<file path="src/rtl/microseq_ctrl.sv">
// Next-address control stage ahead of Am2911 sequencer slices: microword pipeline, condition test, loop counter.
// Optional stack-depth tracker with sticky overflow/underflow flags is built when MSEQ_STACK_CHECK_EN is defined.
module microseq_ctrl #(
    parameter int unsigned CW    = 8,
    parameter int unsigned CONDS = 8
) (
    input  logic             clock,
    input  logic             reset_n,
    input  logic [3:0]       mi_op,
    input  logic [2:0]       mi_csel,
    input  logic             mi_cpol,
    input  logic [CW-1:0]    mi_cnt,
    input  logic             hold,
    input  logic [CONDS-1:0] cond,
    output logic [1:0]       seq_s,
    output logic             seq_fe_n,
    output logic             seq_pup,
    output logic             seq_re_n,
    output logic             seq_zero_n,
    output logic             seq_cin,
    output logic             seq_dsel,
    output logic             cnt_zero,
    output logic [2:0]       depth,
    output logic             stk_ovf,
    output logic             stk_unf
);

    typedef enum logic [3:0] {
        OP_JZ   = 4'd0,  OP_CONT = 4'd1,  OP_JMAP = 4'd2,  OP_CJP  = 4'd3,
        OP_CJS  = 4'd4,  OP_RFCT = 4'd5,  OP_CRTN = 4'd6,  OP_LDCT = 4'd7,
        OP_RPCT = 4'd8,  OP_PUSH = 4'd9,  OP_LDAR = 4'd10, OP_JAR  = 4'd11,
        OP_CJAR = 4'd12, OP_LOOP = 4'd13, OP_CJV  = 4'd14, OP_NOP  = 4'd15
    } op_t;

    localparam logic [1:0] SRC_PC    = 2'b00;
    localparam logic [1:0] SRC_AR    = 2'b01;
    localparam logic [1:0] SRC_STACK = 2'b10;
    localparam logic [1:0] SRC_D     = 2'b11;

    op_t           op_q;
    logic [2:0]    csel_q;
    logic          cpol_q;
    logic [CW-1:0] pcnt_q;
    logic [CW-1:0] ctr_q;

    logic          test;
    logic          ctr_nz;
    logic [1:0]    src_d;
    logic          dsel_d;
    logic          ld_ar_d;
    logic          force_zero_d;
    logic          push_d;
    logic          pop_d;
    logic          load_d;
    logic          dec_d;

    // Condition uses the registered select/polarity against the live condition inputs.
    assign test   = ((csel_q == 3'd0) ? 1'b1 : cond[csel_q]) ^ cpol_q;
    assign ctr_nz = (ctr_q != '0);

    // Microword pipeline register; hold keeps the current word for re-execution.
    always_ff @(posedge clock or negedge reset_n) begin
        if (!reset_n) begin
            op_q   <= OP_JZ;
            csel_q <= 3'd0;
            cpol_q <= 1'b0;
            pcnt_q <= '0;
        end else if (!hold) begin
            op_q   <= op_t'(mi_op);
            csel_q <= mi_csel;
            cpol_q <= mi_cpol;
            pcnt_q <= mi_cnt;
        end
    end

    // Opcode decode into sequencer controls and counter/stack actions.
    always_comb begin
        src_d        = SRC_PC;
        dsel_d       = 1'b0;
        ld_ar_d      = 1'b0;
        force_zero_d = 1'b0;
        push_d       = 1'b0;
        pop_d        = 1'b0;
        load_d       = 1'b0;
        dec_d        = 1'b0;
        case (op_q)
            OP_JZ:   force_zero_d = 1'b1;
            OP_JMAP: begin src_d = SRC_D; dsel_d = 1'b1; end
            OP_CJP:  if (test) src_d = SRC_D;
            OP_CJS:  if (test) begin src_d = SRC_D; push_d = 1'b1; end
            OP_RFCT: begin
                if (ctr_nz) begin src_d = SRC_STACK; dec_d = 1'b1; end
                else pop_d = 1'b1;
            end
            OP_CRTN: if (test) begin src_d = SRC_STACK; pop_d = 1'b1; end
            OP_LDCT: load_d = 1'b1;
            OP_RPCT: if (ctr_nz) begin src_d = SRC_D; dec_d = 1'b1; end
            OP_PUSH: begin push_d = 1'b1; load_d = test; end
            OP_LDAR: ld_ar_d = 1'b1;
            OP_JAR:  src_d = SRC_AR;
            OP_CJAR: if (test) src_d = SRC_AR;
            OP_LOOP: begin
                if (test) pop_d = 1'b1;
                else src_d = SRC_STACK;
            end
            OP_CJV:  if (test) begin src_d = SRC_D; dsel_d = 1'b1; end
            default: ;
        endcase
        // Stall: sequencer re-presents the current address and nothing changes state.
        if (hold) begin
            src_d        = SRC_PC;
            dsel_d       = 1'b0;
            ld_ar_d      = 1'b0;
            force_zero_d = 1'b0;
            push_d       = 1'b0;
            pop_d        = 1'b0;
            load_d       = 1'b0;
            dec_d        = 1'b0;
        end
    end

    assign seq_s      = src_d;
    assign seq_fe_n   = ~(push_d | pop_d);
    assign seq_pup    = push_d;
    assign seq_re_n   = ~ld_ar_d;
    assign seq_zero_n = ~force_zero_d;
    assign seq_cin    = ~hold;
    assign seq_dsel   = dsel_d;
    assign cnt_zero   = ~ctr_nz;

    // Loop counter; load and decrement are never requested together.
    always_ff @(posedge clock or negedge reset_n) begin
        if (!reset_n) begin
            ctr_q <= '0;
        end else if (load_d) begin
            ctr_q <= pcnt_q;
        end else if (dec_d) begin
            ctr_q <= ctr_q - CW'(1);
        end
    end

`ifdef MSEQ_STACK_CHECK_EN
    localparam logic [2:0] DEPTH_MAX = 3'd4;

    logic [2:0] depth_q;
    logic       ovf_q;
    logic       unf_q;

    // Logical depth of the 4-entry sequencer stack; flags are sticky until reset.
    always_ff @(posedge clock or negedge reset_n) begin
        if (!reset_n) begin
            depth_q <= 3'd0;
            ovf_q   <= 1'b0;
            unf_q   <= 1'b0;
        end else if (!hold) begin
            if (force_zero_d) begin
                depth_q <= 3'd0;
            end else if (push_d) begin
                if (depth_q == DEPTH_MAX) ovf_q <= 1'b1;
                else depth_q <= depth_q + 3'd1;
            end else if (pop_d) begin
                if (depth_q == 3'd0) unf_q <= 1'b1;
                else depth_q <= depth_q - 3'd1;
            end
        end
    end

    assign depth   = depth_q;
    assign stk_ovf = ovf_q;
    assign stk_unf = unf_q;
`else
    assign depth   = 3'd0;
    assign stk_ovf = 1'b0;
    assign stk_unf = 1'b0;
`endif

endmodule

</file>
<file path="config.mk">
export PLATFORM = sky130hd
export DESIGN_NAME = microseq_ctrl
export DESIGN_NICKNAME = d
export VERILOG_FILES = /design/src/rtl/microseq_ctrl.sv
export SDC_FILE = /design/constraint.sdc
export NUM_CORES = 1
export LEC_CHECK = 0
export CAP_MARGIN = 10
export CORE_UTILIZATION = 49
export CTS_CLUSTER_DIAMETER = 40
export DETAILED_ROUTE_END_ITERATION = 8
export PLACE_DENSITY = 0.8
export RECOVER_POWER = 50
export SLEW_MARGIN = 15
export SYNTH_ARGS = -nofsm -noshare
export SYNTH_HDL_FRONTEND = slang
export SYNTH_SLANG_ARGS = --single-unit
</file>
<file path="constraint.sdc">
create_clock -name clock -period 2.6 [get_ports clock]
set_input_delay 0.52 -clock clock [delete_from_list [all_inputs] [get_ports clock]]
set_output_delay 0.52 -clock clock [all_outputs]
set_load 0.02 [all_outputs]
</file>
==> results.md, run 1 <==
* Outcome: finished with violations
* Failing checks: negative setup slack
* Initial Util at 51.7%
* Fillers at 203
* Num CTS Buffers at 3
* Area fraction of the dominant cell type after synthesis at 37.7%
* Worst-path cell chain: mux2i_2 -> a221oi_2 -> a311oi_4 -> xor2_2 -> buf_12 -> or4_4 -> a22oi_2 -> buf_6
* Critical R2R Launch: csel_q[2]
* Remaining global-route overflow at 0
* DRC viols at 0
* Hold Violations, Final at 0
* Total wire length at 4.18 mm
* HPWL after detailed placement at just over 3 mm
* Max-Cap Viols at 0
* First-pass GRT wire length at 6.89 mm
* Die Y at 59.0 µm
* Clock slew at reported path FFs at 130 ps
* Hold Path Depth at 1
* Antenna violations before repair at 0
* Worst slew pin tran at around 1300 ps
* Max-slew violations at 0
* Hold slack at 521 ps
* R2r worst-path depth at 9
* Register area at 602 µm²
* Routability cong. at 0.921
* Main synth FF type: dfrtp_1
* Maximum clock path buffer count at 2
* ANT cells at 0
* Largest net degree at the start of global routing at 25
* Post-synth ARST share at 100%
* Seq/Total Area, Yosys at 37.7%
* Nature of the critical path startpoint: register
* Synthesized cell area at 0.00159 mm²
* Critical path required time at approximately 2100 ps
* Root Driver: clkbuf_4
* Worst-path fanout max at 5
* Setup CP Type: reg2out
* Top area cells in the synthesized netlist: dfrtp_1, mux2_2, mux2_4, nand2_1, nor2_1
* Ports at 41
* Worst hold path type: reg2reg
* Layout cell share with drive strength beyond 1 at 41.2%
* Die ar. at 0.00348 mm²
* VDD IR max at 0.538 mV
* Final #Nets at 255
* Post-route ant nets at 0
* DR iter-0 viols at 50
* Power per cell area at 657 mW/mm²
* Synth warn at 0
* Die width at slightly below 60 µm
* DR pass1 iterations at 4
* Worst-case clock skew at 2.70 ps
* Post-synth EDFFs at 0
* Min cycle time layout at 3070 ps
* Multi-input gate area at 0.00101 mm²
* Area leader, netlist: dfrtp_1
* Placed cell count at 262
* Hold Path End: ctr_q[3]
* Most frequent cell after synthesis: dfrtp_1
* Setup violators final at 7
* Max_slew headroom at 15.8%
* Static Leak at 1.02 nW
* Post-synth top cells: dfrtp_1, mux2_2, nand2_1, nor2_1, clkbuf_1
* Post-Syn Area per Cell at 9.82 µm²
* Crit end category: output pin
* Synth cell types at 44
* Via Count at 1492
* Post-synthesis register bit count at 24
* Total power at 1.54 mW
* Worst skew pair latency at 320 ps
* Cts hold-fix bufs at 0
* H-Tree Depth at 1
* CP max-delay cell: dfrtp_2
* RR Endpoint: ctr_q[2]
* Fmax at 326 MHz
* Post-Synthesis Cells at 162
* Setup ws final at -468 ps
* Average wire per standard cell at 15.5 µm
* PortBufs at 34
* TritonCTS clock tree: yes
* TritonCTS Sinks at 24
* Number of global-route vias before repair at 1522
* Site Rows at 20
* Arr. time, crit path at 2550 ps
* Vias per cell at 5.53
* RSZ-0062 raised after global routing: yes
* Tcrit/Tclk final at 118%
* Non-filler instance count after layout at 270
* Global Route Usage Sum at 26.6%
* Flop2flop setup slack at about 160 ps
* Hold_sp: pcnt_q[3]
* Max stage delay on crit path at 480 ps
* Area growth syn-to-layout at 47.3%
* Core Box Area at 0.00308 mm²
power by group:
part	leakage [nW]	switching (mW)	internal (mW)
Sequential	0.279	0.0691	0.459
Clock	0.0279	0.116	0.156
Combinational	0.713	0.312	0.428
Total	1.02	0.497	1.04
cells in the final DEF, fill, tap and decap left out, drive strengths merged, types with 4 or more instances in the layout:
| cell type | instances |
|---|---|
| clkdlybuf4s50 | 18 |
| inv | 5 |
| nor2b | 4 |
| dfrtp | 24 |
| nor2 | 14 |
| a31oi | 5 |
| mux2 | 21 |
| a21oi | 6 |
| or3 | 4 |
| xnor2 | 4 |
| dlygate4sd2 | 9 |
| conb | 5 |
| buf | 39 |
| nand2 | 14 |
| o21ai | 7 |
| clkbuf | 5 |
per-stage QoR:
stage               setup WS [ps]  util, %  setup TNS, ps  area (µm²)
finish                       -468     76.2          -1510        2340
global route                 -519     76.2          -2480        2340
CTS                          -500     75.6          -1290        2330
detailed placement           -933     70.8          -4940        2180
global placement             -814     70.8          -3930        2180
floorplan                    15.6        -              0        1620
layer usage:
layer | vias up | global-route usage (%) | wire length [µm]
li1 | 701 | - | -
met1 | 727 | 30.3 | 1580
met2 | 53 | 51.5 | 2320
met3 | 11 | 2.84 | 178
met4 | 0 | 8.50 | 93
met5 | - | 0 | 0
critical path, delay by kind of cell (launching register included):
family / cells / cell delay [ps]
XOR/XNOR: 1 / 150
AO/OA/AOI/OAI: 3 / 620
multiplexers: 1 / 270
buffers and inverters: 2 / 290
AND/OR/NAND/NOR: 1 / 410
flip-flops: 1 / 480
worst max-delay path by stage:
stage	from	to	slack, ps	cells after the start
3_3_place_gp	cond[4]	seq_s[1]	-810	8
6_report	csel_q[2]	seq_s[1]	-470	8
2_1_floorplan	ctr_q[0]	seq_s[0]	20	9
4_1_cts	csel_q[2]	seq_s[1]	-500	8
5_1_grt	csel_q[2]	seq_s[1]	-520	8
3_5_place_dp	cond[6]	seq_s[1]	-930	8
sequential cells by signal, summed over array words and instances (netlist names):
signal  cells
pcnt_q      8
cpol_q      1
op_q        4
ctr_q       8
csel_q      3
final cells by class:
type,instances,area share [%]
clock buffers,3,0.961
clock inverters,1,1.28
inverters,5,0.800
multi-input cells,123,43.1
flip-flops and latches,24,25.7
well taps,44,2.35
repair buffers,70,25.9
timing repair:
action                     in CTS  in global routing
setup endpoints to repair       8                  5
pin swaps                      16                 10
setup buffers                   5                  1
gates resized for setup        56                  4
cell families (layout without fill, tap and decap cells):
family | after synthesis | count (layout) | share of synthesized area [%]
buf+inv | 19 | 79 | 5.74
mux | 24 | 24 | 17.9
other cells | 1 | 5 | 0.236
simple gates | 57 | 57 | 18.5
fa+ha+maj | 1 | 1 | 0.786
xor+xnor | 5 | 5 | 3.70
flops | 24 | 24 | 37.7
compound gates | 31 | 31 | 15.4
(Power assumes the default switching activity.)
==> run 2: changes to the inputs <==
- CORE_UTILIZATION: 49 -> 25
- PLACE_DENSITY: 0.8 -> not set
==> run 2 against run 1 <==
Against the previous run: the flow still finishes with violations (negative setup slack); worst hold slack lost 11 ps; register-to-register slack improved by 110 ps; wire length decreased by 12%; fmax grew 7.6%; clock skew increased by 3.0 ps; critical endpoint unchanged; critical path type unchanged; critical path depth did not move; global-route usage fell by 15 points.
==> results.md, run 2 (synthesized netlist as in run 1, its figures left out) <==
* Outcome: finished with violations
* Failing checks: negative setup slack
* Final #Nets at 256
* Worst-path fanout max at 4
* Min cycle time layout at 2850 ps
* CP max-delay cell: dfrtp_2
* Largest net degree at the start of global routing at 25
* Area growth syn-to-layout at 50.4%
* Setup violators final at 7
* Commonest non-fill, non-tap cells in the layout: buf_4, dfrtp_1, clkdlybuf4s50_1
* Die ar. at 0.00669 mm²
* Biggest regs: ctr_q (8), pcnt_q (8), op_q (4)
* Hold Violations, Final at 0
* First-pass GRT wire length at 6.35 mm
* Die Y at about 82 µm
* Worst skew pair latency at 260 ps
* VDD IR max at roughly 0.24 mV
* Power per cell area at around 650 mW/mm²
* Crit end category: output pin
* H-Tree Depth at 1
* Tcrit/Tclk final at 110%
* Antenna violations before repair at 0
* Fmax at 351 MHz
* Average wire per standard cell at 12.2 µm
* DR pass1 iterations at 4
* TritonCTS Sinks at 24
* Nature of the critical path startpoint: register
* Number of global-route vias before repair at 1392
* Critical path required time at 2080 ps
* Max_slew headroom at 12.8%
* Commonest non-fill, non-tap cell in the layout: buf_4
* ANT cells at 0
* Core Box Area at 0.00603 mm²
* DR iter-0 viols at 54
* Maximum clock path buffer count at 2
* Site Rows at 28
* PortBufs at 34
* Num CTS Buffers at 3
* Post-route ant nets at 0
* Max stage delay on crit path at 430 ps
* Worst slew pin tran at 1310 ps
* Initial Util at 26.4%
* Worst hold path type: reg2reg
* RSZ-0062 raised after global routing: yes
* Arr. time, crit path at ~2300 ps
* Ports at about 40
* Routability cong. at 0.814
* Vias per cell at 4.59
* Die width at 81.8 µm
* Via Count at 1385
* Remaining global-route overflow at 0
* Root Driver: clkbuf_8
* Max-Cap Viols at 0
* Static Leak at roughly 1.0 nW
* Total power at 1.54 mW
* Worst-case clock skew at 5.66 ps
* Global Route Usage Sum at 12.0%
* Max-slew violations at 0
* Worst-path cell chain: mux2i_2 -> a221oi_2 -> a311oi_4 -> xor2_2 -> buf_4 -> or3_1 -> a22oi_2 -> buf_6
* TritonCTS clock tree: yes
* Cts hold-fix bufs at 0
* Clock slew at reported path FFs at 90 ps
* Total wire length at between 3 and 4 mm
* DRC viols at 0
* Setup ws final at -250 ps
* Setup CP Type: reg2out
* Final core utilization at 39.7%
* HPWL after detailed placement at 2.88 mm
* Layout cell share with drive strength beyond 1 at 39.2%
==> run 2: final timing paths <==
check,from,to,slack (ps),depth (start not counted)
max,csel_q[2],seq_s[1],-250,8
min,pcnt_q[2],ctr_q[2],510,1
max reg2reg,csel_q[2],ctr_q[1],270,9
min reg2reg,pcnt_q[2],ctr_q[2],510,1
max in group asynchronous,reset_n,csel_q[2],680,2
min in group asynchronous,reset_n,pcnt_q[2],1060,2
==> run 2: routing by layer <==
| metal | part of all wire (%) | GRT usage [%] | vias to the layer above | wire [µm] |
|---|---|---|---|---|
| met5 | 0 | 0 | - | 0 |
| met4 | 1.1 | 4.74 | 0 | 40 |
| met3 | 2.2 | 0.778 | 2 | 80 |
| met2 | 48 | 19.2 | 25 | 1760 |
| met1 | 49 | 16.9 | 661 | 1810 |
| li1 | - | - | 697 | - |
==> run 2: stage by stage <==
| stage | setup WS, ps | TNS [ps] | std cells | area, µm² | hold WS (ps) |
|---|---|---|---|---|---|
| floorplan | 15.6 | 0 | 166 | 1620 | 224 |
| global placement | -812 | -4500 | 293 | 2220 | 487 |
| detailed placement | -845 | -4650 | 293 | 2220 | 496 |
| CTS | -324 | -649 | 301 | 2350 | 518 |
| global route | -354 | -1420 | 302 | 2390 | 531 |
| finish | -250 | -696 | 302 | 2390 | 511 |
==> run 2: area by class of cell <==
class / instances / area [µm²]
Timing Repair Buffer: 71 / 604
Sequential cell: 24 / 602
Fill cell: 613 / 3630
Multi-Input combinational cell: 123 / 1000
Inverter: 5 / 18.8
Clock buffer: 3 / 41.3
Clock inverter: 1 / 30.0
Tap cell: 75 / 93.8
==> run 2: power breakdown <==
group          internal, mW  switching [mW]
Clock                 0.206           0.117
Combinational         0.410           0.287
Sequential            0.460          0.0646
Total                  1.08           0.468
==> run 2: worst max-delay path: cells and delay by family, from the launching register on <==
family	cells	cell delay, ps
buffers and inverters	2	300
and+or+nand+nor	1	310
muxes	1	260
DFF	1	430
xor gates and xnor gates	1	160
AOI/OAI and AO/OA	3	610
==> run 2: timing repair <==
item / 4_1_cts / 5_1_grt
gates resized for setup: 48 / 12
buffers inserted: 4 / 3
pin swaps: 13 / 9
gates cloned: 0 / 0
endpoints found under the setup margin: 8 / 6
==> edit 1, RTL diff (flow settings as in run 2) <==
Add an input register stage for `cond`, cleared by the reset; this delays it by one clock. The other inputs are not delayed to match.
--- a/src/rtl/microseq_ctrl.sv
+++ b/src/rtl/microseq_ctrl.sv
@@ -39,2 +39,12 @@
 
+    logic [CONDS-1:0] cond_q;
+
+    always_ff @(posedge clock or negedge reset_n) begin
+        if (!reset_n) begin
+            cond_q <= '0;
+        end else begin
+            cond_q <= cond;
+        end
+    end
+
     op_t           op_q;
@@ -57,3 +67,3 @@
     // Condition uses the registered select/polarity against the live condition inputs.
-    assign test   = ((csel_q == 3'd0) ? 1'b1 : cond[csel_q]) ^ cpol_q;
+    assign test   = ((csel_q == 3'd0) ? 1'b1 : cond_q[csel_q]) ^ cpol_q;
     assign ctr_nz = (ctr_q != '0);
Check against the original RTL: not equivalent (Yosys sat finds a counterexample within 4 cycles, from zero or initial values and one cycle with reset_n low).
==> edit 1 against run 2 <==
The run ends with max-capacitance violations, max-slew violations, negative setup slack left; cell count increased by 11%; power increased by 7.5%; wire length increased by 16%; design area increased by 6.7%; sequential cell count increased by 7; worst setup slack improved by 0.097 ns; via count increased by 13%; synthesized area increased by 12%; clock power increased by 50%; largest cell class unchanged; largest power group is now registers.
==> edit 1: results (changes against run 2) <==
Worst hold path
  • Hold Path Sink: ctr_q[5]
  • Hold_sp: pcnt_q[5]

Global route
  • Vias in the first global route: 1,563 (+12%)
  • First-pass GRT wire length: 7330 µm (+15%)
  • Pin count of the biggest net entering global routing: 32 (+28%)
  • Total track usage: 12.7% (+0.68 points)

Power and ir drop
  • LEAKAGE: 1.06 nW (+1.9%)

Worst setup path
  • Kind of cell adding the most delay to the critical path: multiplexers
  • CP arrival: 2.23 ns (-0.10 ns)
  • Worst path slowest cell: mux4_2
  • Worst path max stage delay: 0.54 ns (+0.11 ns)

Route
  • M1 WL: 1870 µm (+3.6%)
  • Met3 routed WL: 233 µm (+190%)
  • DRT Wirelength: 4290 µm (+16%)
  • Initial DRC count: 50 (-7.4%)

Synthesis
  • Area contributors post-synth: dfrtp_1 43%, mux2_2 10%, nor2_1 3.6%, a21oi_1 2.5%, nand2_1 2.5%
  • Register area share after synthesis: 43.4% (+5.7 points)
  • Unique masters post-synth: 47 (+6.8%)
  • Synth cell count leaders: 31 x dfrtp_1, 17 x nor2_1, 16 x mux2_2

Final layout
  • Layout cells sized above 1: 30.4% (-8.8 points)
  • Filler cell count: 670 (+9.3%)

Outcome
  • Failing checks: max-capacitance violations, max-slew violations, negative setup slack
  • Status: finished, violations left

Clock tree
  • Clk slew on worst S/H paths: 0.07 ns (-0.02 ns)
  • H-tree depth: 2 (+1)
  • Skew-Pair Late Insertion Delay: 0.28 ns (+0.02 ns)
  • Inserted Clock Buffers: 5 (+2)

Timing
  • Fin. max-slew vios: 32 (+32)
  • Final Worst Setup Slack: -0.153 ns (+0.0973 ns)
  • Clk_skew: 0.00698 ns (+0.00131 ns)
  • Final setup fails: 3 (-4)
  • Worst slew pin tran: 1.60 ns (+0.295 ns)

Placed design
  • Cells after DPL: 327 (+12%)

Flow run
  • MaxCap Viol Count: 1 (+1)
## edit 1: cell families after synthesis
kind of cell | share of synthesized area (%)
multiplexers | 15.6
AND/OR/NAND/NOR | 18.1
flip-flops | 43.4
AO/OA/AOI/OAI | 14.7
buffers and inverters | 5.46
other | 0.210
adder cells (fa/ha/maj) | 0.700
XOR/XNOR | 1.89
## edit 1: cell type report
cell class,instances,area (µm²),share of cell area [%]
clock inverter,2,35.0,1.37
clock buffer,6,82.6,3.23
timing repair buffer,64,544,21.3
tap,96,120,4.70
inverter,7,26.3,1.03
sequential,31,776,30.4
multi-input combinational,130,971,38.0
## edit 1: worst max path at each step
stage	from	to	depth (start not counted)
after floorplan	csel_q[1]	seq_s[1]	5
after global placement	csel_q[1]	seq_s[1]	6
after detailed placement	csel_q[1]	seq_s[1]	6
after CTS	csel_q[1]	seq_s[1]	9
after global routing	csel_q[1]	seq_s[1]	8
final	csel_q[1]	seq_s[1]	6
## edit 1: through the flow
stage	worst slack, ns	power [mW]	setup TNS [ns]
5_1_grt	-0.252	1.77	-0.697
4_1_cts	-0.169	1.67	-0.382
2_1_floorplan	0.000154	0.939	0
6_report	-0.153	1.66	-0.345
3_3_place_gp	-0.370	1.16	-1.12
3_5_place_dp	-0.404	1.17	-1.34
## edit 1: repair_timing
item	in CTS	in global routing
endpoints found under the hold margin	0	0
buffers inserted	1	0
gates resized for setup	29	5
pin swaps	3	2
setup endpoints to repair	6	5
## edit 1: power by group
| group | internal [mW] | leakage, nW | total [mW] | switching, mW |
|---|---|---|---|---|
| combinational | 0.284 | 0.637 | 0.543 | 0.258 |
| sequential | 0.565 | 0.363 | 0.634 | 0.0692 |
| clock | 0.310 | 0.0612 | 0.483 | 0.173 |
## edit 1: metal layers
| layer | track usage [%] | up-vias |
|---|---|---|
| met5 | 0 | - |
| met4 | 5.00 | 0 |
| met3 | 4.00 | 8 |
| met2 | 20.6 | 53 |
| met1 | 15.8 | 748 |
| li1 | - | 760 |
==> edit 2, RTL diff (config.mk and constraints of run 2) <==
Made on the original files. `CONDS`: 8 -> 4.
--- a/src/rtl/microseq_ctrl.sv
+++ b/src/rtl/microseq_ctrl.sv
@@ -4,3 +4,3 @@
     parameter int unsigned CW    = 8,
-    parameter int unsigned CONDS = 8
+    parameter int unsigned CONDS = 4
 ) (
Ports: changed (resized cond); port bits go from 41 to 37. The function was not compared with the original's and may differ.
==> edit 2 against run 2 <==
Power is 19% lower; design area fell by 8.2%; fmax rose by 10%; synthesized area is 1.2% higher; sequential power down 3%; wire length up 5.8%; combinational power decreased by 28%; synthesized cell count grew 3.7%; non-clock buffer count is 15 lower; via count is 3.7% higher; sequential cell count unchanged; worst setup slack gained 0.27 ns; largest cell class unchanged.
==> edit 2: results (changes against run 2) <==
Route
  • Via count: 1,436 (+3.7%)
  • Drt pass-1 iters: 5 (+1)
  • Met3 routed WL: 162 µm (+100%)
  • M1 WL: 1980 µm (+9.7%)
  • DR WL met2: 1720 µm (-2.6%)
  • DRT Wirelength: 3900 µm (+5.8%)
  • Top routing layer used: met4
  • Via/cell ratio: 4.93 (+7.6%)
  • Initial DRC count: 76 (+41%)

Worst hold path
  • WHS Path Cells: 1 (unchanged)
  • Tightest Hold Check Type: flop to flop

Final layout
  • Final net count: 241 (-5.9%)
  • Layout cells sized above 1: 30.1% (-9.1 points)
  • Filler cell count: 630 (+2.8%)

Placed design
  • Placed Area: 2110 µm² (-4.8%)
  • Routability cong.: 0.874 (+7.4%)
  • Dpl ws: -0.619 ns (+0.226 ns)
  • Cells after DPL: 285 (-2.7%)
  • Dpl hpwl: 3020 µm (+5.1%)
  • Buffers on Ports: 31 (-8.8%)

Worst setup path
  • Worst reg2reg path depth: 7 (-2)
  • Worst path slowest cell: dfrtp_1
  • CP arrival: 2.06 ns (-0.27 ns)
  • Worst path max stage delay: 0.43 ns (about the same)
  • Crit path max fanout: 4 (unchanged)
  • Kind of cell adding the most delay to the critical path: compound AO/OA/AOI/OAI gates

Global route
  • Met2 Resource Use GR: 18.3% (-0.91 points)
  • Met1 GRT Util: 18.3% (+1.4 points)
  • Total track usage: 12.5% (+0.42 points)
  • Pin count of the biggest net entering global routing: 25 (unchanged)
  • First-pass GRT wire length: 6400 µm (+0.66%)
  • M3 GR Usage: 2.31% (+1.5 points)
  • Vias in the first global route: 1,312 (-5.7%)

Power and ir drop
  • Worst VDD drop: 0.294 mV (+22%)
  • LEAKAGE: 0.896 nW (-14%)
  • Pwr dens: 573 nW/µm² (-11%)
  • Int Pwr: 844 µW (-22%)

Synthesis
  • Synth Area per Inst: 9.59 µm² (-2.4%)
  • Register area share after synthesis: 37.3% (-0.44 points)
  • Area contributors post-synth: dfrtp_1 37%, mux2_2 11%, nand2_1 2.8%, nor2_1 2.6%, buf_4 2.3%
  • Unique masters post-synth: 54 (+23%)
  • Synth cell count leaders: 24 x dfrtp_1, 16 x mux2_2, 12 x nand2_1
  • Ys async rst share: 100% (unchanged)

Clock tree
  • Skew-Pair Late Insertion Delay: 0.26 ns (about the same)
  • Clk slew on worst S/H paths: 0.08 ns
  • Inserted Clock Buffers: 3 (unchanged)
  • Clk buf depth: 2 (unchanged)

Timing
  • Max_slew headroom: 10.4% (-2.4 points)
  • Clk_skew: 0.00332 ns (-0.00234 ns)

Outcome
  • Status: finished, final reports clean
[edit 2: kinds of logic (layout without fill, tap and decap cells)]
group / after synthesis / in the layout / synth area share, %
simple gates: 57 / 57 / 19.8
compound gates: 39 / 39 / 18.6
flops: 24 / 24 / 37.3
buf+inv: 22 / 66 / 7.07
mux: 19 / 19 / 13.5
xor+xnor: 5 / 5 / 2.72
fa+ha+maj: 1 / 1 / 0.777
other cells: 1 / 5 / 0.233
[edit 2: power by group through the flow]
| stage | Combinational, mW | Clock (mW) | Sequential [mW] |
|---|---|---|---|
| after CTS | 0.500 | 0.261 | 0.507 |
| final | 0.501 | 0.250 | 0.507 |
| after global routing | 0.548 | 0.285 | 0.517 |
| after global placement | 0.466 | 0 | 0.506 |
| after floorplan | 0.282 | 0 | 0.502 |
| after detailed placement | 0.475 | 0 | 0.507 |
[edit 2: worst paths after layout]
check	from	endpoint	slack, ns
setup / recovery	csel_q[1]	seq_s[1]	0.02
hold / removal	pcnt_q[1]	ctr_q[1]	0.50
setup reg to reg	csel_q[1]	ctr_q[2]	0.44
hold reg to reg	pcnt_q[1]	ctr_q[1]	0.50
max in group asynchronous	reset_n	op_q[3]	0.73
min in group asynchronous	reset_n	pcnt_q[2]	1.07
[edit 2: timing repair]
action / 4_1_cts / 5_1_grt
gates resized for setup: 37 / 3
endpoints found under the setup margin: 6 / 4
setup buffers: 1 / 1
pin swaps: 10 / 6
[edit 2: layout make-up]
cell class	instances	area share, %
inverters	6	1.03
multi-input cells	126	43.6
well taps	75	4.27
repair buffers	56	21.3
clock buffers	4	2.51
flip-flops and latches	24	27.3
